$ cat src/rtl/ntt_pkg.sv
// Shared constants and types for the Kyber NTT twiddle sequencer.
// Optional feature macro: NTT_SEQ_INV_NEG_EN (see ntt_twiddle_sequencer.sv).
package ntt_pkg;

    localparam int unsigned N_COEF     = 256;
    localparam int unsigned N_LAYERS   = 7;
    localparam int unsigned N_BFLY     = 896;
    localparam int unsigned K_FWD_INIT = 1;
    localparam int unsigned K_INV_INIT = 127;

    localparam logic MODE_FWD = 1'b0;
    localparam logic MODE_INV = 1'b1;

    typedef enum logic [1:0] {
        IDLE,
        PRIME,
        RUN,
        DONE
    } state_t;

endpackage

$ cat src/rtl/ntt_sched_counter.sv
// Layer / group-start / offset / twiddle-index counters for the 7-layer NTT schedule.
// k_next is the value k takes after an advance, used to pre-address the twiddle ROM.
module ntt_sched_counter
    import ntt_pkg::*;
#(
    parameter int unsigned IDX_W = 8,
    parameter int unsigned AW    = 7
) (
    input  logic             clk,
    input  logic             srst,
    input  logic             load,
    input  logic             load_mode,
    input  logic             advance,
    output logic             mode_q,
    output logic [2:0]       layer,
    output logic [IDX_W-1:0] idx_a,
    output logic [IDX_W-1:0] idx_b,
    output logic [AW-1:0]    k,
    output logic [AW-1:0]    k_next,
    output logic             last
);

    logic [2:0]       layer_q;
    logic [IDX_W-1:0] start_q;
    logic [IDX_W-1:0] j_q;
    logic [AW-1:0]    k_q;
    logic [IDX_W-1:0] len;
    logic             group_end;
    logic             layer_end;

    // Forward halves the butterfly span each layer; inverse doubles it.
    always_comb begin
        if (mode_q == MODE_INV) begin
            len = IDX_W'(2) << layer_q;
        end else begin
            len = IDX_W'(N_COEF / 2) >> layer_q;
        end
    end

    assign group_end = (j_q == len - IDX_W'(1));
    // Next group start would reach N_COEF; widened by one bit to see the overflow.
    assign layer_end = (({1'b0, start_q} + {len, 1'b0}) == (IDX_W + 1)'(N_COEF));
    assign last      = group_end && layer_end && (layer_q == 3'(N_LAYERS - 1));

    always_comb begin
        k_next = k_q;
        if (group_end) begin
            if (mode_q == MODE_INV) begin
                k_next = k_q - AW'(1);
            end else begin
                k_next = k_q + AW'(1);
            end
        end
    end

    always_ff @(posedge clk) begin
        if (srst) begin
            mode_q  <= MODE_FWD;
            layer_q <= '0;
            start_q <= '0;
            j_q     <= '0;
            k_q     <= '0;
        end else if (load) begin
            mode_q  <= load_mode;
            layer_q <= '0;
            start_q <= '0;
            j_q     <= '0;
            k_q     <= (load_mode == MODE_INV) ? AW'(K_INV_INIT) : AW'(K_FWD_INIT);
        end else if (advance) begin
            k_q <= k_next;
            if (group_end) begin
                j_q <= '0;
                if (layer_end) begin
                    start_q <= '0;
                    layer_q <= layer_q + 3'd1;
                end else begin
                    start_q <= start_q + {len[IDX_W-2:0], 1'b0};
                end
            end else begin
                j_q <= j_q + IDX_W'(1);
            end
        end
    end

    assign layer = layer_q;
    assign idx_a = start_q + j_q;
    assign idx_b = start_q + j_q + len;
    assign k     = k_q;

endmodule

$ cat src/rtl/ntt_twiddle_sequencer.sv
// Drives the registered twiddle ROM and emits one butterfly descriptor per handshake.
// Macro NTT_SEQ_INV_NEG_EN: negate the twiddle in inverse mode.
module ntt_twiddle_sequencer
    import ntt_pkg::*;
#(
    parameter int unsigned TW_W  = 16,
    parameter int unsigned IDX_W = 8,
    parameter int unsigned AW    = 7
) (
    input  logic             clk,
    input  logic             srst,
    input  logic             start,
    input  logic             mode,
    output logic [AW-1:0]    rom_addr,
    input  logic [TW_W-1:0]  rom_dout,
    output logic             out_valid,
    input  logic             out_ready,
    output logic [IDX_W-1:0] out_idx_a,
    output logic [IDX_W-1:0] out_idx_b,
    output logic [2:0]       out_layer,
    output logic [TW_W-1:0]  out_tw,
    output logic             busy,
    output logic             done
);

    state_t           state_q, state_d;
    logic             load;
    logic             hs;
    logic             last;
    logic             mode_q;
    logic [2:0]       layer;
    logic [IDX_W-1:0] idx_a;
    logic [IDX_W-1:0] idx_b;
    logic [AW-1:0]    k;
    logic [AW-1:0]    k_next;

    assign load = (state_q == IDLE) && start;
    assign hs   = (state_q == RUN) && out_ready;

    ntt_sched_counter #(
        .IDX_W (IDX_W),
        .AW    (AW)
    ) u_cnt (
        .clk       (clk),
        .srst      (srst),
        .load      (load),
        .load_mode (mode),
        .advance   (hs),
        .mode_q    (mode_q),
        .layer     (layer),
        .idx_a     (idx_a),
        .idx_b     (idx_b),
        .k         (k),
        .k_next    (k_next),
        .last      (last)
    );

    always_ff @(posedge clk) begin
        if (srst) begin
            state_q <= IDLE;
        end else begin
            state_q <= state_d;
        end
    end

    // rom_addr looks one descriptor ahead on a handshake so the ROM's registered
    // output always matches the descriptor presented, whatever out_ready does.
    always_comb begin
        state_d   = state_q;
        out_valid = 1'b0;
        busy      = 1'b1;
        done      = 1'b0;
        rom_addr  = '0;
        case (state_q)
            IDLE: begin
                busy = 1'b0;
                if (start) begin
                    state_d  = PRIME;
                    rom_addr = (mode == MODE_INV) ? AW'(K_INV_INIT) : AW'(K_FWD_INIT);
                end
            end
            PRIME: begin
                rom_addr = k;
                state_d  = RUN;
            end
            RUN: begin
                out_valid = 1'b1;
                rom_addr  = hs ? k_next : k;
                if (hs && last) begin
                    state_d = DONE;
                end
            end
            DONE: begin
                done    = 1'b1;
                state_d = IDLE;
            end
            default: begin
                state_d = IDLE;
            end
        endcase
    end

    assign out_idx_a = out_valid ? idx_a : '0;
    assign out_idx_b = out_valid ? idx_b : '0;
    assign out_layer = out_valid ? layer : '0;

`ifdef NTT_SEQ_INV_NEG_EN
    assign out_tw = (mode_q == MODE_INV) ? (TW_W'(0) - rom_dout) : rom_dout;
`else
    assign out_tw = rom_dout;
`endif

endmodule

$ cat config.mk
export PLATFORM = sky130hd
export DESIGN_NAME = ntt_twiddle_sequencer
export DESIGN_NICKNAME = d
export VERILOG_FILES = /design/src/rtl/ntt_pkg.sv /design/src/rtl/ntt_sched_counter.sv /design/src/rtl/ntt_twiddle_sequencer.sv
export SDC_FILE = /design/constraint.sdc
export NUM_CORES = 1
export LEC_CHECK = 0
export CAP_MARGIN = 20
export CORE_MARGIN = 3
export CORE_UTILIZATION = 40
export CTS_BUF_LIST = sky130_fd_sc_hd__clkbuf_16
export DETAILED_ROUTE_END_ITERATION = 6
export GPL_ROUTABILITY_DRIVEN = 0
export GPL_TIMING_DRIVEN = 0
export PLACE_DENSITY = 0.67
export SLEW_MARGIN = 5
export SYNTH_ARGS = -nofsm -noshare
export SYNTH_HDL_FRONTEND = slang
export SYNTH_SLANG_ARGS = --single-unit
$ cat constraint.sdc
create_clock -name clk -period 5.46 [get_ports clk]
set_clock_uncertainty 0.05 [all_clocks]
set_input_delay 0.819 -clock clk [delete_from_list [all_inputs] [get_ports clk]]
set_output_delay 0.819 -clock clk [all_outputs]
set_load 0.01 [all_outputs]
# Yosys cells after proc, flatten, opt, wreduce, memory -nomap -nowiden

Cells that the tools add are included.

Word-level logic and storage cells: 54
Input bits: 21
Flip-flop bits (word level): 29
Output and inout port bits: 45

$add $sub $neg: 9
Shift operators: 2
Multiplexer cells: 19
Reductions and logical operators: 10
Equality and inequality tests: 8

Operator list:

| operator              | count |
|---|---|
| $mux W7               | 6 |
| $mux W8               | 5 |
| $add A8 B8 Y8         | 3 |
| $pmux W7 S3           | 1 |
| $add A8 B9 Y9         | 1 |
| $eq A9 B9 Y1 const B  | 1 |
| $add A8 B1 Y8 const B | 1 |
| $eq A8 B8 Y1          | 1 |
| $pmux W2 S4           | 1 |
| $shl A2 B3 Y8 const A | 1 |
| $shr A8 B3 Y8 const A | 1 |
| $sub A8 B1 Y8 const B | 1 |
| $add A7 B1 Y7 const B | 1 |
| $sub A7 B1 Y7 const B | 1 |
| $logic_and A1 B1 Y1   | 5 |
| $eq A2 B2 Y1 const B  | 2 |
| $mux W2               | 2 |
| $reduce_and A2 Y1     | 2 |
| $add A3 B1 Y3 const B | 1 |
| $eq A3 B3 Y1 const B  | 1 |
| $mux W1               | 3 |
| $mux W3               | 1 |
| $reduce_and A3 Y1     | 1 |
| $eq A2 B1 Y1 const B  | 1 |
| 4 further kinds       | 4 |

# Longest topological paths before layout

Gate-level depths: netlist (run 1).

Depth in word-level cells: 9
Gate-level depth with buffers: 16
Mapped depth without buffers: 14

# Modules after synthesis

A second synthesis (run 1) with hierarchy kept.

Cell total of the unflattened synthesis: 417
Area total of the unflattened synthesis: 3418.3 µm²

By module, submodules not included:

| module                | sequential area each (µm²) | instances | cells an instance | area each (µm²) |
|---|---|---|---|---|
| ntt_sched_counter     | 520.5                      | 1         | 333               | 2760.1 |
| ntt_twiddle_sequencer | 40.0                       | 1         | 84                | 658.1 |

# Worst setup path before layout (run 1)

Ideal clock, no wire load.

Path type: register -> output
Start: register u_cnt.layer_q[0], in the netlist u_cnt.layer[0]
End: output rom_addr[2]
Buffers on the path: 1
Cell stages (with the launch flop): 12
Slack: 1.847 ns
Data arrival time: 2.744 ns
Required time: 4.591 ns
Cell sequence: dfxtp_1 inv_1 ha_1 buf_2 nor3b_1 nor3_1 o21ai_1 or3b_1 a221o_1 nor4_1 o21ai_1 a31oi_1

Longest elaborated chain between the ends: 7
Elaborated cells on any way between the ends: 8
Those cells by class: add/sub: 1; eq/ne: 1; shift: 2; mux: 4

Ends and longest elaborated chain:

| element                                               | line                                             | RTL |
|---|---|---|
| start: declaration                                    | ntt_sched_counter.sv:23                          | `logic [2:0] layer_q;` |
| start signal: assignment                              | ntt_sched_counter.sv:75                          | `layer_q <= layer_q + 3'd1;` |
| $shr A8 B3 Y8 / $shl A2 B3 Y8 (equally long branches) | ntt_sched_counter.sv:36, ntt_sched_counter.sv:34 |  |
| $mux W8 *                                             | ntt_sched_counter.sv:33                          | `if (mode_q == MODE_INV) begin` |
| $sub A8 B1 Y8 *                                       | ntt_sched_counter.sv:40                          | `assign group_end = (j_q == len - IDX_W'(1));` |
| $eq A8 B8 Y1 *                                        | ntt_sched_counter.sv:40                          |  |
| $mux W7 *                                             | ntt_sched_counter.sv:47                          | `if (group_end) begin` |
| $mux W7 *                                             | --                                               |  |
| $pmux W7 S3 *                                         | ntt_twiddle_sequencer.sv:74                      | `case (state_q)` |
| end: declaration                                      | ntt_twiddle_sequencer.sv:14                      | `output logic [AW-1:0] rom_addr,` |

Mark *: on every way between the ends. The rest lies on a longest branch, timed or not.

# Worst setup path after layout (run 1)

Start: register u_cnt.mode_q
End: output rom_addr[6]

Longest elaborated chain between the ends: 6
Elaborated cells on any way between the ends: 7
Those cells by class: add/sub: 1; eq/ne: 1; mux: 5

Ends and longest elaborated chain:

| element                  | line                        | RTL |
|---|---|---|
| start: declaration       | ntt_sched_counter.sv:14     | `output logic mode_q,` |
| start signal: assignment | ntt_sched_counter.sv:64     | `mode_q <= load_mode;` |
| $mux W8                  | ntt_sched_counter.sv:33     |  |
| $sub A8 B1 Y8            | ntt_sched_counter.sv:40     |  |
| $eq A8 B8 Y1             | ntt_sched_counter.sv:40     |  |
| $mux W7 *                | ntt_sched_counter.sv:47     |  |
| $mux W7 *                | --                          |  |
| $pmux W7 S3 *            | ntt_twiddle_sequencer.sv:74 |  |

Marked as above.

==> results of run 1 <==
-- power by group --
group	internal [uW]	total (uW)	leakage, uW	switching, uW
Clock	146	222	0.0000511	75.9
Combinational	154	333	0.00150	179
Sequential	222	242	0.000227	20.4
Total	522	797	0.00177	276
-- metrics by stage --
stage / power, uW / cells / hold slack, ns
global placement: 574 / 576 / 0.489
floorplan: 455 / 425 / 0.424
global route: 850 / 580 / 0.547
CTS: 803 / 580 / 0.512
detailed placement: 581 / 576 / 0.503
finish: 797 / 580 / 0.512
-- cell type report --
type,instances,area [um2]
Buffer,35,215
Clock buffer,3,75.1
Clock inverter,1,30.0
Fill cell,779,3840
Inverter,19,71.3
Multi-Input combinational cell,343,2440
Sequential cell,28,561
Tap cell,102,128
Timing Repair Buffer,49,490
-- placed cells by master (no fill, tap or decap), drive strengths merged, types with 5 or more instances in the layout --
cell type,Yosys,final
or2,5,5
ha,35,35
xnor2,24,24
o21bai,7,7
nand2,27,27
clkbuf,11,14
nor2,37,37
dfxtp,28,28
inv,19,19
a21o,6,6
clkdlybuf4s50,0,49
and3,7,7
nor4,6,6
nor3,12,12
a31oi,6,6
a21oi,22,22
mux2i,9,9
and2,15,15
o21ai,24,24
nand3,12,12
buf,24,24
a21boi,8,8
xor2,14,14
-- kinds of logic after synthesis --
kind of cell	Yosys count
simple gates	155
buf+inv	54
fa+ha+maj	39
xor+xnor	38
flops	28
mux	9
compound gates	102
-- metal layers --
metal | routed length, um | up-vias
li1 | - | 1616
met1 | 4080 | 1516
met2 | 4220 | 98
met3 | 453 | 13
met4 | 122 | 0
met5 | 0 | -
-- final timing paths --
check | slack, ns | startpoint | depth (start not counted) | to
worst max-delay path | 0.54 | u_cnt.mode_q$_SDFFE_PP0P_ | 11 | rom_addr[6]
worst min-delay path | 0.51 | u_cnt.layer[1]$_SDFFE_PP0P_ | 2 | u_cnt.layer[1]$_SDFFE_PP0P_
worst max register to register | 1.47 | u_cnt.layer[2]$_SDFFE_PP0P_ | 16 | state_q[0]$_SDFFE_PP0P_
worst min register to register | 0.51 | u_cnt.layer[1]$_SDFFE_PP0P_ | 2 | u_cnt.layer[1]$_SDFFE_PP0P_
-- synthesized netlist by cell type (all sizes together), types with 12 or more instances --
library cell   n
dfxtp         28
a21oi         22
xor2          14
and2          15
buf           24
nor2          37
nand3         12
o21ai         24
xnor2         24
ha            35
inv           19
nor3          12
nand2         27
-- worst reg2reg max path: stages, from the launching register on --
cell       delay [ns]
dfxtp_1          0.39
buf_2            0.23
buf_4            0.19
inv_1            0.09
ha_1             0.25
clkbuf_1         0.18
ha_1             0.29
clkbuf_1         0.20
and3_1           0.24
a41o_1           0.23
nor3_1           0.36
xnor2_1          0.14
nor4_1           0.26
and4_1           0.23
buf_2            0.23
a311oi_1         0.14
a2111oi_2        0.20
-- registers in the layout, indices dropped and copies added (netlist names) --
register       count
state_q            2
u_cnt.mode_q       1
u_cnt.layer        3
u_cnt.j_q          8
u_cnt.k            7
u_cnt.start_q      7
==> flow_summary.rst, run 1 <==
.. list-table::
   :header-rows: 1

   * - Metric
     - Value
   * - Adder-cell share of the synthesized area
     - 14.9%
   * - Global-route wire length before repair
     - 15100 um
   * - Measured slew at the worst slew-check pin
     - 0.936 ns
   * - Instance area after placement
     - 0.00390 mm2
   * - Nets in the synthesized netlist
     - 482
   * - GR Overflow Total
     - 0
   * - Busiest grt layer
     - met2
   * - CTS sink count
     - 28
   * - Leading post-synthesis cells by cell area
     - dfxtp_1, ha_1, xnor2_1
   * - Achievable clock frequency
     - 203 MHz
   * - Number of buffers created by CTS
     - 3
   * - Count of nets left with antenna violations after detail routing
     - 0
   * - Routed len/inst
     - 15.3 um
   * - Nets
     - 536
   * - Pin count of the biggest net entering global routing
     - 17
   * - Total I/O pin count
     - 66
   * - Source-to-sink clock delay at the later pin of the worst-skew pair
     - 0.27 ns
   * - Drt pass-1 iters
     - 4
   * - Setup_tns
     - 0 ns
   * - Area Growth Syn to Fin
     - 22.0%
   * - Top fanout value on the critical path
     - 10
   * - Combined buffer and inverter count along the critical path
     - 3
   * - Die outline height
     - 96.6 um
   * - Number of DRC markers after the initial detailed-route iteration
     - 104
   * - Setup Fix Bufs, Post-CTS
     - 0
   * - Ratio of cells with drive above 1 in the final layout
     - 7.95%
   * - Final setup violation count
     - 0
   * - Deepest level of the CTS H-tree
     - 1
   * - Share of the cycle needed by the critical path after routing
     - 90.2%
   * - Share of synthesized area occupied by flip-flops and latches
     - 17.1%
   * - XOR/XNOR share of the synthesized area
     - 10.1%
   * - Data arrival time of the critical path
     - 4.05 ns
   * - Final min period
     - 4.92 ns
   * - Final Hold Vio Count
     - 0
   * - Clk pin slew, worst setup/hold paths
     - 0.07 ns
   * - Antenna violations before repair
     - 0
   * - Largest stage delay on the critical path
     - 0.76 ns
   * - Met1 track demand over resource
     - 24.6%
   * - Fin area
     - 0.00401 mm2
   * - Via count of the first global-routing pass
     - 3212
   * - Via density
     - 5.59
   * - Multiplexer share of the synthesized area
     - 2.74%
   * - Share of Yosys cell area claimed by the top area cell type
     - 17.1%
   * - CP top delay family
     - compound AO/OA/AOI/OAI gates
   * - CP Capture Type
     - output pin
   * - Clk root buf
     - clkbuf_16
   * - Antenna diode count
     - 0
   * - Yosys warnings
     - 0
   * - Worst-path cell with the longest stage delay
     - a21oi_1
   * - Met3 Resource Use GR
     - 3.03%
   * - Max cap viols
     - 0
   * - Share of synthesized flip-flops with an asynchronous set or reset
     - 0%
   * - Post-Synthesis Cell Area
     - 0.00328 mm2
   * - Max_slew headroom
     - 37.6%
   * - Class of the tightest hold or removal check
     - flop to flop
   * - Post-synth EDFFs
     - 0
   * - Starting Density
     - 41.9%
   * - Max VDD drop
     - 0.147 mV
   * - Power density of the placed cells
     - 199 mW/mm2
   * - Met2 track demand over resource
     - 32.4%
   * - Combinational family with the most area after synthesis
     - simple AND/OR/NAND/NOR gates
   * - Synthesized-area fraction occupied by ao, oa, aoi and oai cells
     - 21.3%
   * - Classification of the worst setup path
     - flop to output pin
   * - Distinct cell type count after synthesis
     - 68
   * - Dominant synthesized flop cell
     - dfxtp_1
   * - Number of instances in the synthesized netlist
     - 425
   * - Number of max-slew violations in the final report
     - 0
   * - Global-route total usage across every layer
     - 19.0%
   * - Core area
     - 0.00785 mm2
   * - Outcome
     - finished clean
   * - Leak
     - 0.00177 uW
   * - Hold buffers post-CTS
     - 0
   * - Full die area
     - 0.00933 mm2
   * - Width of the chip
     - 96.6 um
   * - TritonCTS clock tree
     - done
   * - Final core utilization
     - 51.1%
   * - Critical path startpoint category
     - flop
   * - Top cell type by total area after synthesis
     - dfxtp_1
   * - Required time at the worst-slack endpoint
     - 4.59 ns
   * - Number of synthesized register bits
     - 28
   * - Average footprint of a synthesized cell
     - 7.73 um2
   * - Post-CTS sizing
     - 0
   * - Setup Slack @ Placement
     - 0.855 ns
   * - Worst Setup Slack, final
     - 0.538 ns
   * - Critical-path cell list
     - buf_6, buf_2, nand3b_2, o21ai_1, xnor2_1, or3_1, a21oi_1, nand3_1, xor2_1, o31ai_1, clkdlybuf4s50_1
   * - Floorplan row count
     - 32
   * - Vias post-DR
     - 3243
   * - Number of design rule violations left after detail routing
     - 0
   * - Unrepaired setup endpoints after global routing
     - no
   * - Clk buf depth
     - 2
   * - Count of input and output buffers
     - 49
   * - Detailed-route wire length
     - 8880 um
   * - Placed wire-length estimate
     - 7050 um
   * - Area share of and/or/nand/nor cells after synthesis
     - 25.2%
(Power assumes the default switching activity.)
==> inputs of run 2 (changes only) <==
--- a/config.mk
+++ b/config.mk
@@ -6,13 +6,14 @@
 export NUM_CORES = 1
 export LEC_CHECK = 0
 export CAP_MARGIN = 20
+export CORE_ASPECT_RATIO = 1.5
 export CORE_MARGIN = 3
-export CORE_UTILIZATION = 40
+export CORE_UTILIZATION = 25
 export CTS_BUF_LIST = sky130_fd_sc_hd__clkbuf_16
 export DETAILED_ROUTE_END_ITERATION = 6
 export GPL_ROUTABILITY_DRIVEN = 0
 export GPL_TIMING_DRIVEN = 0
-export PLACE_DENSITY = 0.67
+export PLACE_DENSITY = 0.47
 export SLEW_MARGIN = 5
 export SYNTH_ARGS = -nofsm -noshare
 export SYNTH_HDL_FRONTEND = slang
==> run 2 against run 1 <==
Critical path depth unchanged; via count is 0.40% lower; die area up 56%; non-clock buffer count unchanged; hold slack got worse by 0.033 ns; first-iteration DRC count rose by 86%; largest power group unchanged; global-route usage is 5.3 points lower; clock power rose by 7%; sequential power barely moved; critical path type unchanged.
==> flow_summary.rst, run 2 (synthesis results as in run 1) <==
.. list-table::
   :header-rows: 1

   * - Metric
     - Value
   * - Setup Slack @ Placement
     - 0.819 ns
   * - Max VDD drop
     - 0.136 mV
   * - Area Growth Syn to Fin
     - 24.1%
   * - Via density
     - 5.09
   * - Classification of the worst setup path
     - flop to output pin
   * - Antenna violations before repair
     - 0
   * - Number of max-slew violations in the final report
     - 0
   * - Vias post-DR
     - 3230
   * - Register name with the most flops
     - u_cnt.j_q
   * - Number of design rule violations left after detail routing
     - 0
   * - Leak
     - 0.00177 uW
   * - Width of the chip
     - 99.6 um
   * - Full die area
     - 0.0146 mm2
   * - Achievable clock frequency
     - 203 MHz
   * - Most used cells in the layout excluding fill and tap cells
     - clkdlybuf4s50_1, nor2_1, ha_1
   * - Measured slew at the worst slew-check pin
     - 0.904 ns
   * - Hold buffers post-CTS
     - 0
   * - Clk pin slew, worst setup/hold paths
     - 0.08 ns
   * - Via count of the first global-routing pass
     - 3195
   * - Global-route wire length before repair
     - 16100 um
   * - Outcome
     - finished clean
   * - Pin count of the biggest net entering global routing
     - 17
   * - Source-to-sink clock delay at the later pin of the worst-skew pair
     - 0.28 ns
   * - Ratio of cells with drive above 1 in the final layout
     - 7.95%
   * - Required time at the worst-slack endpoint
     - 4.59 ns
   * - Unrepaired setup endpoints after global routing
     - no
   * - Number of buffers created by CTS
     - 3
   * - Clk buf depth
     - 2
   * - CP Capture Type
     - output pin
   * - Power density of the placed cells
     - 202 mW/mm2
   * - Starting Density
     - 26.0%
   * - Final min period
     - 4.93 ns
   * - Routed len/inst
     - 15.8 um
   * - Final setup violation count
     - 0
   * - Clk root buf
     - clkbuf_16
   * - Setup_tns
     - 0 ns
   * - Setup Fix Bufs, Post-CTS
     - 0
   * - Flip-flop count of the largest register, all copies and words added
     - 8
   * - Top fanout value on the critical path
     - 10
   * - Max_slew headroom
     - 39.7%
   * - Core area
     - 0.0126 mm2
   * - Total I/O pin count
     - 66
   * - Count of input and output buffers
     - 49
   * - CTS sink count
     - 28
   * - Global-route total usage across every layer
     - 13.7%
   * - Data arrival time of the critical path
     - 4.06 ns
   * - GR Overflow Total
     - 0
   * - Deepest level of the CTS H-tree
     - 1
   * - Leading cell type in the layout, fill and taps excluded
     - clkdlybuf4s50_1
   * - Die outline height
     - 146 um
   * - Class of the tightest hold or removal check
     - flop to flop
   * - Detailed-route wire length
     - 10000 um
   * - Count of nets left with antenna violations after detail routing
     - 0
   * - Number of DRC markers after the initial detailed-route iteration
     - 193
   * - Max cap viols
     - 0
   * - Placed wire-length estimate
     - 7920 um
   * - Worst Setup Slack, final
     - 0.528 ns
   * - Drt pass-1 iters
     - 5
   * - Critical path startpoint category
     - flop
   * - Share of the cycle needed by the critical path after routing
     - 90.3%
   * - Post-CTS sizing
     - 0
   * - Antenna diode count
     - 0
   * - TritonCTS clock tree
     - done
   * - Floorplan row count
     - 50
   * - Final Hold Vio Count
     - 0
   * - Nets
     - 536
## run 2: layout make-up
type / count / area [um2]
buffer: 35 / 215
sequential: 28 / 561
clock buffer: 3 / 75.1
timing repair buffer: 49 / 490
fill: 1393 / 8560
tap: 156 / 195
inverter: 19 / 71.3
clock inverter: 1 / 30.0
multi-input combinational: 343 / 2440
## run 2: path summary, 6_finish.rpt
path,endpoint,slack [ns],depth (start not counted),startpoint
worst min register to register,u_cnt.j_q[1]$_SDFFE_PP0P_,0.48,2,u_cnt.j_q[1]$_SDFFE_PP0P_
worst max-delay path,rom_addr[0],0.53,11,u_cnt.layer[0]$_SDFFE_PP0P_
worst max register to register,state_q[0]$_SDFFE_PP0P_,1.42,16,u_cnt.layer[2]$_SDFFE_PP0P_
worst min-delay path,u_cnt.j_q[1]$_SDFFE_PP0P_,0.48,2,u_cnt.j_q[1]$_SDFFE_PP0P_
## run 2: stage by stage
| stage | area (um2) | std cells | utilization [%] | total power (uW) | hold WS [ns] |
|---|---|---|---|---|---|
| detailed placement | 3970 | 630 | 31.4 | 590 | 0.471 |
| floorplan | 3280 | 425 | - | 455 | 0.424 |
| CTS | 4080 | 634 | 32.2 | 833 | 0.483 |
| finish | 4080 | 634 | 32.2 | 822 | 0.479 |
| global route | 4080 | 634 | 32.2 | 877 | 0.528 |
| global placement | 3970 | 630 | 31.4 | 585 | 0.467 |
## run 2: report_power, final
group          internal, uW  switching, uW  total (uW)
clock network           147           91.5         238
registers               221           20.4         242
logic                   155            187         342
## run 2: routing by layer
layer	global-route usage [%]	up-vias	part of all wire, %
met5	0	-	0
met4	4.51	0	2.4
met3	1.39	19	5.1
met2	25.2	99	50
met1	16.4	1493	42
li1	-	1619	-
## run 2: critical path, stage by stage, from the launching register on
cell and delay (ns):
dfxtp_1 0.40, inv_1 0.10, ha_1 0.33, nand3_1 0.21
nand2_1 0.28, or4_1 0.51, o21ba_2 0.29, a2bb2oi_2 0.45
and2_1 0.31, nand2b_1 0.09, a31oi_1 0.22, clkdlybuf4s50_1 0.58
